$ cat src/rtl/spi_slave.sv
// SPI mode-0 slave: oversampled sclk/ss/mosi with one-entry TX and RX buffers.
// rx_valid arrives SYNC+2 clk after the last sclk rise; tx_wr is dropped while tx_full, and an unread byte sets overrun.
module spi_slave #(
  parameter int DW   = 8,
  parameter int SYNC = 2
) (
  input  logic          clk,
  input  logic          rst,
  input  logic          sclk,
  input  logic          ss,
  input  logic          mosi,
  output logic          miso,
  input  logic          lsb_msb,
  input  logic [DW-1:0] tx_data,
  input  logic          tx_wr,
  output logic          tx_full,
  output logic [DW-1:0] rx_data,
  output logic          rx_valid,
  output logic          rx_full,
  input  logic          rx_ack,
  output logic          overrun,
  output logic          busy
);

  localparam int CW = $clog2(DW + 1);
  localparam logic [CW-1:0] LAST_BIT = CW'(DW - 1);

  typedef enum logic [1:0] {S_IDLE, S_SHIFT, S_DONE} state_t;

  state_t          state;
  logic [SYNC-1:0] sclk_sync, ss_sync, mosi_sync;
  logic            sclk_q, ss_q;
  logic            sclk_s, ss_s, mosi_s;
  logic            sclk_rise, sclk_fall, ss_rise, ss_fall;
  logic [DW-1:0]   shift_reg, tx_buf, frame_load;
  logic [CW-1:0]   bit_cnt;
  logic            msb_first, first_bit, start_frame;

  assign sclk_s    = sclk_sync[SYNC-1];
  assign ss_s      = ss_sync[SYNC-1];
  assign mosi_s    = mosi_sync[SYNC-1];
  assign sclk_rise = sclk_s & ~sclk_q;
  assign sclk_fall = ~sclk_s & sclk_q;
  assign ss_rise   = ss_s & ~ss_q;
  assign ss_fall   = ~ss_s & ss_q;

  // Frame setup consumes the TX buffer; an empty buffer sends zeros.
  assign frame_load  = tx_full ? tx_buf : '0;
  assign first_bit   = lsb_msb ? frame_load[DW-1] : frame_load[0];
  assign start_frame = ((state == S_IDLE) && ss_fall) || ((state == S_DONE) && !ss_s);
  assign busy        = (state != S_IDLE);

  always_ff @(posedge clk or negedge rst) begin
    if (!rst) begin
      sclk_sync <= '0;
      ss_sync   <= '1;
      mosi_sync <= '0;
      sclk_q    <= 1'b0;
      ss_q      <= 1'b1;
    end else begin
      sclk_sync <= {sclk_sync[SYNC-2:0], sclk};
      ss_sync   <= {ss_sync[SYNC-2:0], ss};
      mosi_sync <= {mosi_sync[SYNC-2:0], mosi};
      sclk_q    <= sclk_s;
      ss_q      <= ss_s;
    end
  end

  always_ff @(posedge clk or negedge rst) begin
    if (!rst) begin
      state     <= S_IDLE;
      shift_reg <= '0;
      tx_buf    <= '0;
      bit_cnt   <= '0;
      msb_first <= 1'b0;
      miso      <= 1'b0;
      tx_full   <= 1'b0;
      rx_data   <= '0;
      rx_valid  <= 1'b0;
      rx_full   <= 1'b0;
      overrun   <= 1'b0;
    end else begin
      rx_valid <= 1'b0;

      // Write and consume are exclusive: a write needs an empty buffer, a consume only clears a full one.
      if (tx_wr && !tx_full) begin
        tx_buf  <= tx_data;
        tx_full <= 1'b1;
      end else if (start_frame) begin
        tx_full <= 1'b0;
      end

      if (rx_ack && (state != S_DONE))
        rx_full <= 1'b0;

      if (start_frame) begin
        msb_first <= lsb_msb;
        shift_reg <= frame_load;
        miso      <= first_bit;
      end

      case (state)
        S_IDLE: begin
          if (ss_fall)
            state <= S_SHIFT;
          else
            miso <= 1'b0;
          bit_cnt <= '0;
        end
        S_SHIFT: begin
          if (ss_rise) begin
            state   <= S_IDLE;
            miso    <= 1'b0;
            bit_cnt <= '0;
          end else if (sclk_rise) begin
            shift_reg <= msb_first ? {shift_reg[DW-2:0], mosi_s} : {mosi_s, shift_reg[DW-1:1]};
            bit_cnt   <= bit_cnt + 1'b1;
            if (bit_cnt == LAST_BIT)
              state <= S_DONE;
          end else if (sclk_fall && (bit_cnt != '0)) begin
            miso <= msb_first ? shift_reg[DW-1] : shift_reg[0];
          end
        end
        S_DONE: begin
          rx_data  <= shift_reg;
          rx_valid <= 1'b1;
          overrun  <= overrun | (rx_full & ~rx_ack);
          rx_full  <= 1'b1;
          bit_cnt  <= '0;
          if (!ss_s) begin
            state <= S_SHIFT;
          end else begin
            state <= S_IDLE;
            miso  <= 1'b0;
          end
        end
        default: state <= S_IDLE;
      endcase
    end
  end

endmodule

$ cat config.mk
export PLATFORM = sky130hd
export DESIGN_NAME = spi_slave
export DESIGN_NICKNAME = d
export VERILOG_FILES = /design/src/rtl/spi_slave.sv
export SDC_FILE = /design/constraint.sdc
export NUM_CORES = 1
export LEC_CHECK = 0
export BUFFER_PORTS_ARGS = -buffer_cell sky130_fd_sc_hd__buf_2
export CAP_MARGIN = 20
export CORE_ASPECT_RATIO = 0.6
export CORE_UTILIZATION = 58
export CTS_BUF_LIST = sky130_fd_sc_hd__clkbuf_4
export DETAILED_ROUTE_END_ITERATION = 10
export GPL_TIMING_DRIVEN = 0
export PLACE_DENSITY_LB_ADDON = 0.05
export REMOVE_ABC_BUFFERS = 1
export SLEW_MARGIN = 10
export SYNTH_ARGS = -nofsm -noshare
export SYNTH_HDL_FRONTEND = slang
export SYNTH_SLANG_ARGS = --single-unit
$ cat constraint.sdc
create_clock -name clk -period 1.85 [get_ports clk]
set_input_delay 0.2775 -clock clk [delete_from_list [all_inputs] [get_ports clk]]
set_output_delay 0.2775 -clock clk [all_outputs]
set_load 0.02 [all_outputs]
; Word level (Yosys, flattened, before mapping)
; Index checks and enable logic that the tools add are counted.
; W data, S select, Z words.
[totals]
ff_bits = 44
input_bits = 16
out_inout_bits = 14
[classes]
reduce_logical = 17
n_eq_ne = 7
n_mux = 29
addsub = 1
bitwise = 11
[op_table]
columns = operator, n
row1 = $mux W8, 6
row2 = $mux W1, 14
row3 = $mux W2, 4
row4 = $mux W4, 2
row5 = $pmux W4 S2, 1
row6 = $reduce_bool A2 Y1, 4
row7 = $ne A3 B3 Y1 const B, 2
row8 = $pmux W2 S3, 1
row9 = $and A1 B1 Y1, 5
row10 = $logic_and A1 B1 Y1, 5
row11 = $not A1 Y1, 5
row12 = $add A4 B1 Y4 const B, 1
row13 = $eq A4 B3 Y1 const B, 1
row14 = $ne A2 B2 Y1 const B, 2
row15 = $reduce_bool A4 Y1, 1
row16 = $pmux W1 S3, 1
row17 = $reduce_and A3 Y1, 1
row18 = $eq A2 B1 Y1 const B, 1
row19 = $eq A2 B2 Y1 const B, 1
row20 = $logic_not A1 Y1, 2
row21 = $logic_not A2 Y1, 1
row22 = $reduce_and A2 Y1, 1
row23 = $reduce_or A2 Y1, 1
row24 = $logic_or A1 B1 Y1, 1
row25 = $or A1 B1 Y1, 1

; Logic depth before layout (Yosys ltp)
; Gate-level depths: netlist (run 1).
[logic_depth]
depth_word = 9
depth_mapped = 5

; Worst setup path after synthesis (run 1)
; No wires, ideal clock.
[synth_path]
kind = register to register
startpoint = register ss_sync[1]
endpoint = register shift_reg[0]
slack_ns = 0.420
stages_incl_launch_ff = 5
arrival_ns = 1.306
n_path_buf = 1
path_cell_list = dfstp_2 and2b_4 and4bb_4 buf_6 o31a_1
[synth_between]
elab_chain_len = 8
word_cells_on_any_way = 11
classes_between = 4 x mux / 3 x bitwise / 4 x reduce/logical
[synth_lines]
columns = element, line_no
row1 = start: declaration, 31  ; logic [SYNC-1:0] sclk_sync, ss_sync, mosi_sync;
row2 = start signal: assignment, 62  ; ss_sync <= {ss_sync[SYNC-2:0], ss};
row3 = $not A1 Y1, 45  ; assign ss_fall = ~ss_s & ss_q;
row4 = $and A1 B1 Y1, 45
row5 = $logic_and A1 B1 Y1, 50  ; assign start_frame = ((state == S_IDLE) && ss_fall) || ((state == S_DONE) && !ss_s);
row6 = $logic_or A1 B1 Y1, 50
row7 = $mux W8, 96  ; if (start_frame) begin
row8 = $mux W8, 115  ; end else if (sclk_rise) begin
row9 = $mux W8, 111  ; if (ss_rise) begin
row10 = $mux W8 (*), 102  ; case (state)
row11 = end signal: assignment, 98  ; shift_reg <= frame_load;
row12 = end signal: assignment, 116  ; shift_reg <= msb_first ? {shift_reg[DW-2:0], mosi_s} : {mosi_s, shift_reg[DW-1:1]};
row13 = end: declaration, 35  ; logic [DW-1:0] shift_reg, tx_buf, frame_load;
; Every way passes the cells marked *; elsewhere a longest branch is shown, timed or not.
; A chain may end at the register's enable or synchronous reset.

; Worst setup path in the final report (run 1)
[layout_path]
startpoint = register state[0]
endpoint = output port busy
[layout_between]
elab_chain_len = 1
[layout_lines]
columns = element, line_no
row1 = start: declaration, 30  ; state_t state;
row2 = start signal: assignment, 71  ; state <= S_IDLE;
row3 = start signal: assignment, 105  ; state <= S_SHIFT;
row4 = start signal: assignment, 112  ; state <= S_IDLE;
row5 = $reduce_bool A2 Y1, 51  ; assign busy = (state != S_IDLE);
row6 = end: declaration, 22  ; output logic busy
; Every way passes these cells.

==> results.sh, run 1 <==
export IMPL_clockRootBuffer="clkbuf_4"
export IMPL_grt_pass1_vias=1111
export IMPL_final_setup_skew_ns=0.0167
export IMPL_vias_cell=5.45
export IMPL_critical_path_cell_chain="or2_2 > buf_2"
export IMPL_pre_cts_ws_ns=0.0128
export IMPL_portBuffers=29
export IMPL_final_antenna_net_count=0
export IMPL_floorplan_die_width_um=76.9
export IMPL_post_synth_cell_area_avg_um2=12.7
export IMPL_max_clock_path_buffers=2
export IMPL_final_max_slew_violation_count=0
export IMPL_worst_path_max_fanout=9
export IMPL_route_detailed_drc=0
export IMPL_post_route_period_util=0.871
export IMPL_holdCritPathClass="in2reg"
export IMPL_initial_antenna_violation_count=0
export IMPL_dpl_hpwl_um=2460
export IMPL_clk_pin_slew_worst_paths_ns=0.12
export IMPL_worst_r2r_path_depth=4
export IMPL_initial_core_util=0.646
export IMPL_syn_cell_area_um2=1950
export IMPL_vdd_ir_max_uv=719
export IMPL_finish_net_count=201
export IMPL_max_slew_margin=0.377
export IMPL_hold_end="sclk_sync[0]"
export IMPL_layoutNonFillerInstCount=226
export IMPL_grt_max_degree=45
export IMPL_cp_slowest_cell="dfrtp_1"
export IMPL_yosys_register_bits=44
export IMPL_leakage_uw=0.00107
export IMPL_clkLatencyLatePin_ns=0.36
export IMPL_firstDrtPassIters=4
export IMPL_floorplan_rows=15
export IMPL_tightest_slew_ns=0.935
export IMPL_rsz_0062_raised_after_global_routing="false"
export IMPL_detailedRoute_firstIterationViolations=85
export IMPL_worstPathRequired_ns=1.57
export IMPL_synthFlopType="dfrtp_1"
export IMPL_place_inst=217
export IMPL_cts_htree_levels=2
export IMPL_floorplan_core_area_um2=3020
export IMPL_number_of_standard_cells_after_synthesis=154
export IMPL_critPathKind="reg2out"
export IMPL_grt_pass1_wl_um=5400
export IMPL_antenna_cells=0
export IMPL_synth_lib_cells_used_distinct=32
export IMPL_grt_overflow_total=0
export IMPL_synth_edf_count=0
export IMPL_hold_violations=0
export IMPL_synth_async_reset_ratio=1.00
export IMPL_post_route_worst_setup_slack_ns=0.238
export IMPL_rr_endpoint="bit_cnt[2]"
export IMPL_pin_count=30
export IMPL_slack_of_the_worst_reg_to_reg_path_ns=0.25
export IMPL_timing_hold_ws_ns=0.0309
export IMPL_synthesis_yosys_warnings=0
export IMPL_cp_buffers_inverters=1
export IMPL_setup_viol=0
export IMPL_cp_arrival_ns=1.33
export IMPL_tns_ns=0
export IMPL_core_occupancy_in_the_finished_layout=0.716
export IMPL_critical_path_max_stage_delay_ns=0.50
export IMPL_cap_viol_max_count=0
export IMPL_cp_top_family="flip-flops"
export IMPL_area_delta_synth_final_pct=10.8
export IMPL_post_cts_repair_setup_buffers=0
export IMPL_hold_path_cell_count=1
export IMPL_clock_tree_from_tritoncts="done"
export IMPL_die_area_um2=3610
export IMPL_fillCellCount=226
export IMPL_max_freq_mhz=620
export IMPL_fin_crit_ns=1.61
export IMPL_number_of_sinks_driven_by_the_clock_tree=44
export IMPL_crit_reg2reg_launch="ss_q"
export IMPL_num_vias=1232
export IMPL_route_final_wire_length_um=3380
export IMPL_wl_per_cell_um=14.9
export IMPL_ys_seq_area_frac=0.566
export IMPL_chipHeight_um=46.9
export IMPL_power_density_cell_area_nw_per_um2=1120
export IMPL_run_status="completed"
export IMPL_hold_start="sclk"
export IMPL_gp_routability_congestion=0.783
export IMPL_cts_buffers=5
export IMPL_timing_critical_path_from_type="flop"
export IMPL_grtUsageTotal=0.211
export IMPL_worstSetupEndpointType="output pin"
export IMPL_layout_cell_share_with_drive_strength_beyond_1=0.342
cell type report:
type                       instances  area, um2  area share
inverter                           6       22.5      0.0104
clock inverter                     2       7.51     0.00347
clock buffer                       6       45.0      0.0208
multi-input combinational         96        774       0.358
sequential                        44       1100       0.511
tap                               42       52.6      0.0243
timing repair buffer              30        155      0.0718
layer usage:
| layer | vias to the layer above | track usage | part of all wire | wire [um] |
|---|---|---|---|---|
| met5 | - | 0 | 0 | 0 |
| met4 | 0 | 0.104 | 0.018 | 61 |
| met3 | 8 | 0.0699 | 0.055 | 187 |
| met2 | 35 | 0.316 | 0.41 | 1380 |
| met1 | 598 | 0.285 | 0.52 | 1750 |
| li1 | 591 | - | - | - |
report_power, final:
| group | switching (uW) | internal [uW] | total, uW | leakage (uW) |
|---|---|---|---|---|
| sequential | 236 | 1180 | 1410 | 0.000553 |
| clock | 289 | 156 | 445 | 0.0000307 |
| combinational | 220 | 339 | 559 | 0.000488 |
| total | 745 | 1670 | 2420 | 0.00107 |
cells in the final DEF (no fill, tap or decap), types with 2 or more instances in the layout:
master	Yosys	routed
clkbuf_4	0	6
mux2i_1	9	9
and3_1	8	8
clkinv_1	0	2
nand2_1	9	9
dfrtp_1	41	41
nand3_1	5	5
dfstp_2	3	3
buf_2	3	29
nand2b_1	3	3
a22o_1	2	2
ha_1	2	2
o21bai_1	4	4
mux2_2	19	19
inv_1	6	6
o31a_1	8	8
nor2b_1	10	10
nor2_1	3	3
cells in the mapped netlist, types with 2 or more instances:
| master | number | area share |
|---|---|---|
| dfrtp_1 | 41 | 0.53 |
| mux2_2 | 19 | 0.11 |
| nor2b_1 | 10 | 0.032 |
| mux2i_1 | 9 | 0.046 |
| nand2_1 | 9 | 0.017 |
| and3_1 | 8 | 0.026 |
| o31a_1 | 8 | 0.036 |
| inv_1 | 6 | 0.012 |
| nand3_1 | 5 | 0.013 |
| o21bai_1 | 4 | 0.015 |
| buf_2 | 3 | 0.0077 |
| dfstp_2 | 3 | 0.040 |
| nand2b_1 | 3 | 0.0096 |
| nor2_1 | 3 | 0.0058 |
| a22o_1 | 2 | 0.0090 |
| buf_4 | 2 | 0.0077 |
| buf_6 | 2 | 0.012 |
| ha_1 | 2 | 0.013 |
| nor3_2 | 2 | 0.010 |
worst max path at each step:
| stage | startpoint | endpoint | cells past startpoint |
|---|---|---|---|
| 4_1_cts | state[0] | busy | 2 |
| 6_report | state[0] | busy | 2 |
| 2_1_floorplan | ss_q | msb_first | 3 |
| 5_1_grt | ss_q | shift_reg[6] | 4 |
| 3_3_place_gp | ss_q | shift_reg[6] | 4 |
| 3_5_place_dp | ss_q | shift_reg[6] | 4 |
stage by stage:
stage               cell area, um2  power (uW)
floorplan                     1900        1790
global placement              2090        1940
detailed placement            2090        1980
CTS                           2160        2420
global route                  2160        2540
finish                        2160        2420
timing repair:
item	4_1_cts	5_1_grt
setup endpoints to repair	1	0
hold buffers	1	0
hold endpoints to repair	1	0
resized for setup	1	0
cell families after synthesis:
logic type               Yosys count  share of synthesized area
multiplexers                      29                      0.162
flip-flops                        44                      0.566
AO/OA/AOI/OAI                     19                     0.0769
buffers and inverters             14                     0.0404
AND/OR/NAND/NOR                   45                      0.138
XOR/XNOR                           1                    0.00449
adder cells (fa/ha/maj)            2                     0.0128
No activity file was read; power rests on OpenSTA's default activity.
==> run 2: changes to the inputs <==
Settings changed: CORE_UTILIZATION 58 to 53.
==> run 2 against run 1 <==
Count of clock-buffer cells in the layout is 1 higher. Maximum frequency is 1.6% lower. First-iteration DRC count is 5.9% higher. Critical path type is now reg2reg. Highest routed layer unchanged.
==> results.sh, run 2 (synthesis results as in run 1) <==
export IMPL_run_status="completed"
export IMPL_cp_arrival_ns=1.87
export IMPL_worstPathRequired_ns=2.09
export IMPL_clkLatencyLatePin_ns=0.35
export IMPL_leakage_uw=0.00107
export IMPL_pre_cts_ws_ns=-0.0355
export IMPL_slack_of_the_worst_reg_to_reg_path_ns=0.21
export IMPL_detailedRoute_firstIterationViolations=90
export IMPL_cts_htree_levels=2
export IMPL_num_vias=1209
export IMPL_hold_start="ss"
export IMPL_total_power_uw=2440
export IMPL_critPathKind="reg2reg"
export IMPL_portBuffers=29
export IMPL_gp_routability_congestion=0.798
export IMPL_max_slew_margin=0.381
export IMPL_multiInputGateArea_um2=774
export IMPL_finish_net_count=200
export IMPL_grt_overflow_total=0
export IMPL_rr_endpoint="shift_reg[5]"
export IMPL_floorplan_core_area_um2=3380
export IMPL_route_detailed_drc=0
export IMPL_initial_core_util=0.577
export IMPL_sequential_cell_area_um2=1100
export IMPL_power_density_cell_area_nw_per_um2=1130
export IMPL_critical_path_max_stage_delay_ns=0.54
export IMPL_number_of_sinks_driven_by_the_clock_tree=44
export IMPL_worstSetupEndpointType="flop"
export IMPL_wl_per_cell_um=14.9
export IMPL_wl_met1_um=1830
export IMPL_cts_buffers=5
export IMPL_grtUsageTotal=0.208
export IMPL_worst_path_max_fanout=20
export IMPL_firstDrtPassIters=4
export IMPL_post_cts_repair_setup_buffers=0
export IMPL_grt_pass1_vias=1253
export IMPL_ctsHoldBuffers=0
export IMPL_post_route_worst_setup_slack_ns=0.211
export IMPL_initial_antenna_violation_count=0
export IMPL_hold_path_cell_count=1
export IMPL_cts_resized=1
export IMPL_final_max_slew_violation_count=0
export IMPL_vias_cell=5.30
export IMPL_route_final_wire_length_um=3400
export IMPL_fin_crit_ns=1.64
export IMPL_worst_r2r_path_depth=4
export IMPL_crit_reg2reg_launch="ss_q"
export IMPL_final_setup_skew_ns=0.00940
export IMPL_mostFrequentLayoutCells="dfrtp_1, buf_2, mux2_2"
export IMPL_grt_pass1_wl_um=6070
export IMPL_hold_violations=0
export IMPL_dpl_hpwl_um=2420
export IMPL_floorplan_die_width_um=80.3
export IMPL_antenna_cells=0
export IMPL_routed_wl_met3_um=174
export IMPL_rsz_0062_raised_after_global_routing="false"
export IMPL_max_clock_path_buffers=2
export IMPL_setup_viol=0
export IMPL_critical_path_cell_chain="nor2_1 > nor3_4 > nor2b_1 > o31a_1"
export IMPL_final_common_cell="dfrtp_1"
export IMPL_final_antenna_net_count=0
export IMPL_topRoutingLayerUsed="met4"
export IMPL_clk_pin_slew_worst_paths_ns=0.11
export IMPL_clockRootBuffer="clkbuf_4"
export IMPL_hold_end="ss_sync[0]"
export IMPL_post_route_period_util=0.886
export IMPL_floorplan_rows=16
export IMPL_cap_viol_max_count=0
export IMPL_tns_ns=0
export IMPL_fillCellCount=268
export IMPL_vdd_ir_max_uv=817
export IMPL_clock_tree_from_tritoncts="done"
export IMPL_dr_wl_met2_um=1370
export IMPL_layout_cell_share_with_drive_strength_beyond_1=0.355
export IMPL_tightest_slew_ns=0.928
export IMPL_grt_max_degree=45
export IMPL_cp_slowest_cell="dfstp_2"
export IMPL_holdCritPathClass="in2reg"
export IMPL_chipHeight_um=49.0
export IMPL_max_freq_mhz=610
export IMPL_die_area_um2=3940
export IMPL_area_delta_synth_final_pct=10.7
export IMPL_pin_count=30
export IMPL_timing_critical_path_from_type="flop"
[run 2: cell count changes in the layout (fill, tap and decap cells not counted), sizes merged]
cell / previous run / this run
clkbuf: 6 / 7
clkinv: 2 / 1
dlygate4sd3: 1 / 0
[run 2: worst max path at each step]
stage | start | to | slack, ns
finish | ss_q | shift_reg[5] | 0.21
global route | state[1] | shift_reg[5] | 0.06
CTS | ss_q | shift_reg[5] | 0.20
detailed placement | ss_q | shift_reg[5] | -0.04
global placement | ss_q | shift_reg[6] | -0.0004
floorplan | ss_q | msb_first | 0.24
[run 2: critical path: cells and delay by family, from the launching register on]
kind | cells | cell delay, ns
flops | 1 | 0.54
simple gates | 3 | 0.69
compound gates | 1 | 0.31
[run 2: power breakdown]
group	switching [uW]	internal [uW]	total, uW	leakage, uW
combinational	228	338	566	0.000484
sequential	233	1180	1410	0.000553
clock	289	178	467	0.0000361
total	750	1690	2440	0.00107
[run 2: layout make-up]
class,count,area share
Clock buffer,7,0.0243
Inverter,6,0.0104
Clock inverter,1,0.00232
Timing Repair Buffer,29,0.0672
Multi-Input combinational cell,96,0.358
Sequential cell,44,0.511
Tap cell,45,0.0261
[run 2: layer usage]
| metal | global-route usage | vias to the layer above |
|---|---|---|
| met1 | 0.321 | 584 |
| met2 | 0.285 | 32 |
| li1 | - | 589 |
| met4 | 0.0536 | 0 |
| met5 | 0 | - |
| met3 | 0.0598 | 4 |
[run 2: metrics by stage]
step           cell area (um2)  utilization  instances  hold slack [ns]
3_3_place_gp              2100        0.620        220            0.333
2_1_floorplan             1900            -        146          -0.0181
6_report                  2160        0.639        228           0.0205
3_5_place_dp              2100        0.620        220            0.336
4_1_cts                   2160        0.639        228          0.00482
5_1_grt                   2160        0.639        228          0.00216
==> run 3: changes to the inputs <==
Settings changed: BUFFER_PORTS_ARGS -buffer_cell sky130_fd_sc_hd__buf_2 to -buffer_cell sky130_fd_sc_hd__buf_4.
==> run 3 against run 2 <==
Count of clock-buffer cells in the layout fell by 2. Sequential power barely moved. Die area did not move. First-iteration DRC count fell by 14%.
==> results.sh, run 3 (synthesis results as in run 1) <==
export IMPL_chipHeight_um=49.0
export IMPL_final_setup_skew_ns=0.00932
export IMPL_layout_cell_share_with_drive_strength_beyond_1=0.342
export IMPL_route_detailed_drc=0
export IMPL_critical_path_max_stage_delay_ns=0.54
export IMPL_power_density_cell_area_nw_per_um2=1130
export IMPL_grt_overflow_total=0
export IMPL_final_common_cell="dfrtp_1"
export IMPL_worst_path_max_fanout=20
export IMPL_firstDrtPassIters=4
export IMPL_cp_arrival_ns=1.87
export IMPL_num_vias=1230
export IMPL_timing_hold_ws_ns=0.0348
export IMPL_final_antenna_net_count=0
export IMPL_gp_routability_congestion=0.809
export IMPL_mostFrequentLayoutCells="dfrtp_1, buf_4, mux2_2"
export IMPL_hold_violations=0
export IMPL_die_area_um2=3940
export IMPL_floorplan_core_area_um2=3380
export IMPL_cts_htree_levels=2
export IMPL_post_route_period_util=0.882
export IMPL_cap_viol_max_count=0
export IMPL_number_of_sinks_driven_by_the_clock_tree=44
export IMPL_final_max_slew_violation_count=0
export IMPL_tightest_slew_ns=0.679
export IMPL_grtUsageTotal=0.211
export IMPL_p_int_uw=1810
export IMPL_pin_count=30
export IMPL_worstPathRequired_ns=2.08
export IMPL_cp_slowest_cell="dfstp_2"
export IMPL_antenna_cells=0
export IMPL_rsz_0062_raised_after_global_routing="false"
export IMPL_floorplan_rows=16
export IMPL_setup_viol=0
export IMPL_grt_pass1_vias=1238
export IMPL_clkLatencyLatePin_ns=0.34
export IMPL_holdCritPathClass="in2reg"
export IMPL_detailedRoute_firstIterationViolations=77
export IMPL_floorplan_die_width_um=80.3
export IMPL_net_switching_power_uw=752
export IMPL_critPathKind="reg2reg"
export IMPL_hold_path_cell_count=1
export IMPL_max_clock_path_buffers=2
export IMPL_cts_buffers=5
export IMPL_grt_pass1_wl_um=6110
export IMPL_max_freq_mhz=613
export IMPL_grt_max_degree=45
export IMPL_max_slew_margin=0.547
export IMPL_portBuffers=29
export IMPL_dpl_hpwl_um=2410
export IMPL_clock_tree_from_tritoncts="done"
export IMPL_swShare=0.294
export IMPL_slack_of_the_worst_reg_to_reg_path_ns=0.22
export IMPL_wl_per_cell_um=15.1
export IMPL_worst_r2r_path_depth=4
export IMPL_initial_core_util=0.577
export IMPL_p_clk_frac=0.221
export IMPL_tns_ns=0
export IMPL_vdd_ir_max_uv=681
export IMPL_power_share_sequential=0.550
export IMPL_vias_cell=5.37
export IMPL_area_delta_synth_final_pct=15.8
export IMPL_initial_antenna_violation_count=0
export IMPL_clk_pin_slew_worst_paths_ns=0.11
export IMPL_total_power_uw=2560
export IMPL_leakage_uw=0.00109
export IMPL_route_final_wire_length_um=3450
export IMPL_fin_crit_ns=1.63
export IMPL_run_status="completed"
export IMPL_fillCellCount=259
export IMPL_clockRootBuffer="clkbuf_4"
export IMPL_power_combinational_fraction=0.228
export IMPL_critical_path_cell_chain="nor2_1 > nor3_4 > nor2b_1 > o31a_1"
export IMPL_finish_net_count=201
export IMPL_timing_critical_path_from_type="flop"
export IMPL_worstSetupEndpointType="flop"
export IMPL_core_occupancy_in_the_finished_layout=0.668
## run 3: cell count changes in the layout (fill, tap and decap cells not counted), sizes merged
cell	previous run	this run
bufinv	0	1
clkbuf	7	5
clkinv	1	2
dlygate4sd3	0	1
## run 3: repair_timing
action,in CTS,in global routing
hold endpoints to repair,41,0
buffers inserted,0,0
endpoints found under the setup margin,9,0
resized for setup,1,0
hold buffers,1,0
## run 3: layout make-up
| type | count | area [um2] | share of cell area |
|---|---|---|---|
| Sequential cell | 44 | 1100 | 0.489 |
| Multi-Input combinational cell | 96 | 774 | 0.343 |
| Timing Repair Buffer | 30 | 228 | 0.101 |
| Tap cell | 45 | 56.3 | 0.0249 |
| Clock buffer | 5 | 37.5 | 0.0166 |
| Clock inverter | 3 | 37.5 | 0.0166 |
| Inverter | 6 | 22.5 | 0.00996 |
## run 3: path summary, 6_finish.rpt
| check | startpoint | end |
|---|---|---|
| worst max-delay path | ss_q | shift_reg[5] |
| worst min-delay path | ss | ss_sync[0] |
| worst max register to register | ss_q | shift_reg[5] |
| worst min register to register | mosi_sync[0] | mosi_sync[1] |
| max in group asynchronous | rst | rx_data[1] |
| min in group asynchronous | rst | tx_buf[6] |
## run 3: power groups by stage
| stage | combinational [uW] | clock (uW) | sequential, uW |
|---|---|---|---|
| finish | 585 | 568 | 1410 |
| global route | 650 | 624 | 1450 |
| CTS | 590 | 587 | 1410 |
| detailed placement | 580 | 0 | 1420 |
| global placement | 553 | 0 | 1410 |
| floorplan | 434 | 0 | 1360 |
## run 3: metrics by stage
stage	cells	setup slack, ns	area (um2)
floorplan	146	0.240	1900
global placement	220	0.00786	2170
detailed placement	220	-0.0354	2170
CTS	229	0.208	2260
global route	229	0.0352	2260
finish	229	0.218	2260
## run 3: critical path, delay by kind of cell (launching register included)
family | cells | cell delay (ns)
flip-flops | 1 | 0.54
AND/OR/NAND/NOR | 3 | 0.69
AO/OA/AOI/OAI | 1 | 0.30
## run 3: per-layer routing
layer | part of all wire | global-route usage | up-vias
met5 | 0 | 0 | -
met1 | 0.53 | 0.320 | 600
met2 | 0.42 | 0.294 | 33
met3 | 0.054 | 0.0636 | 2
met4 | 0.0032 | 0.0536 | 0
li1 | - | - | 595
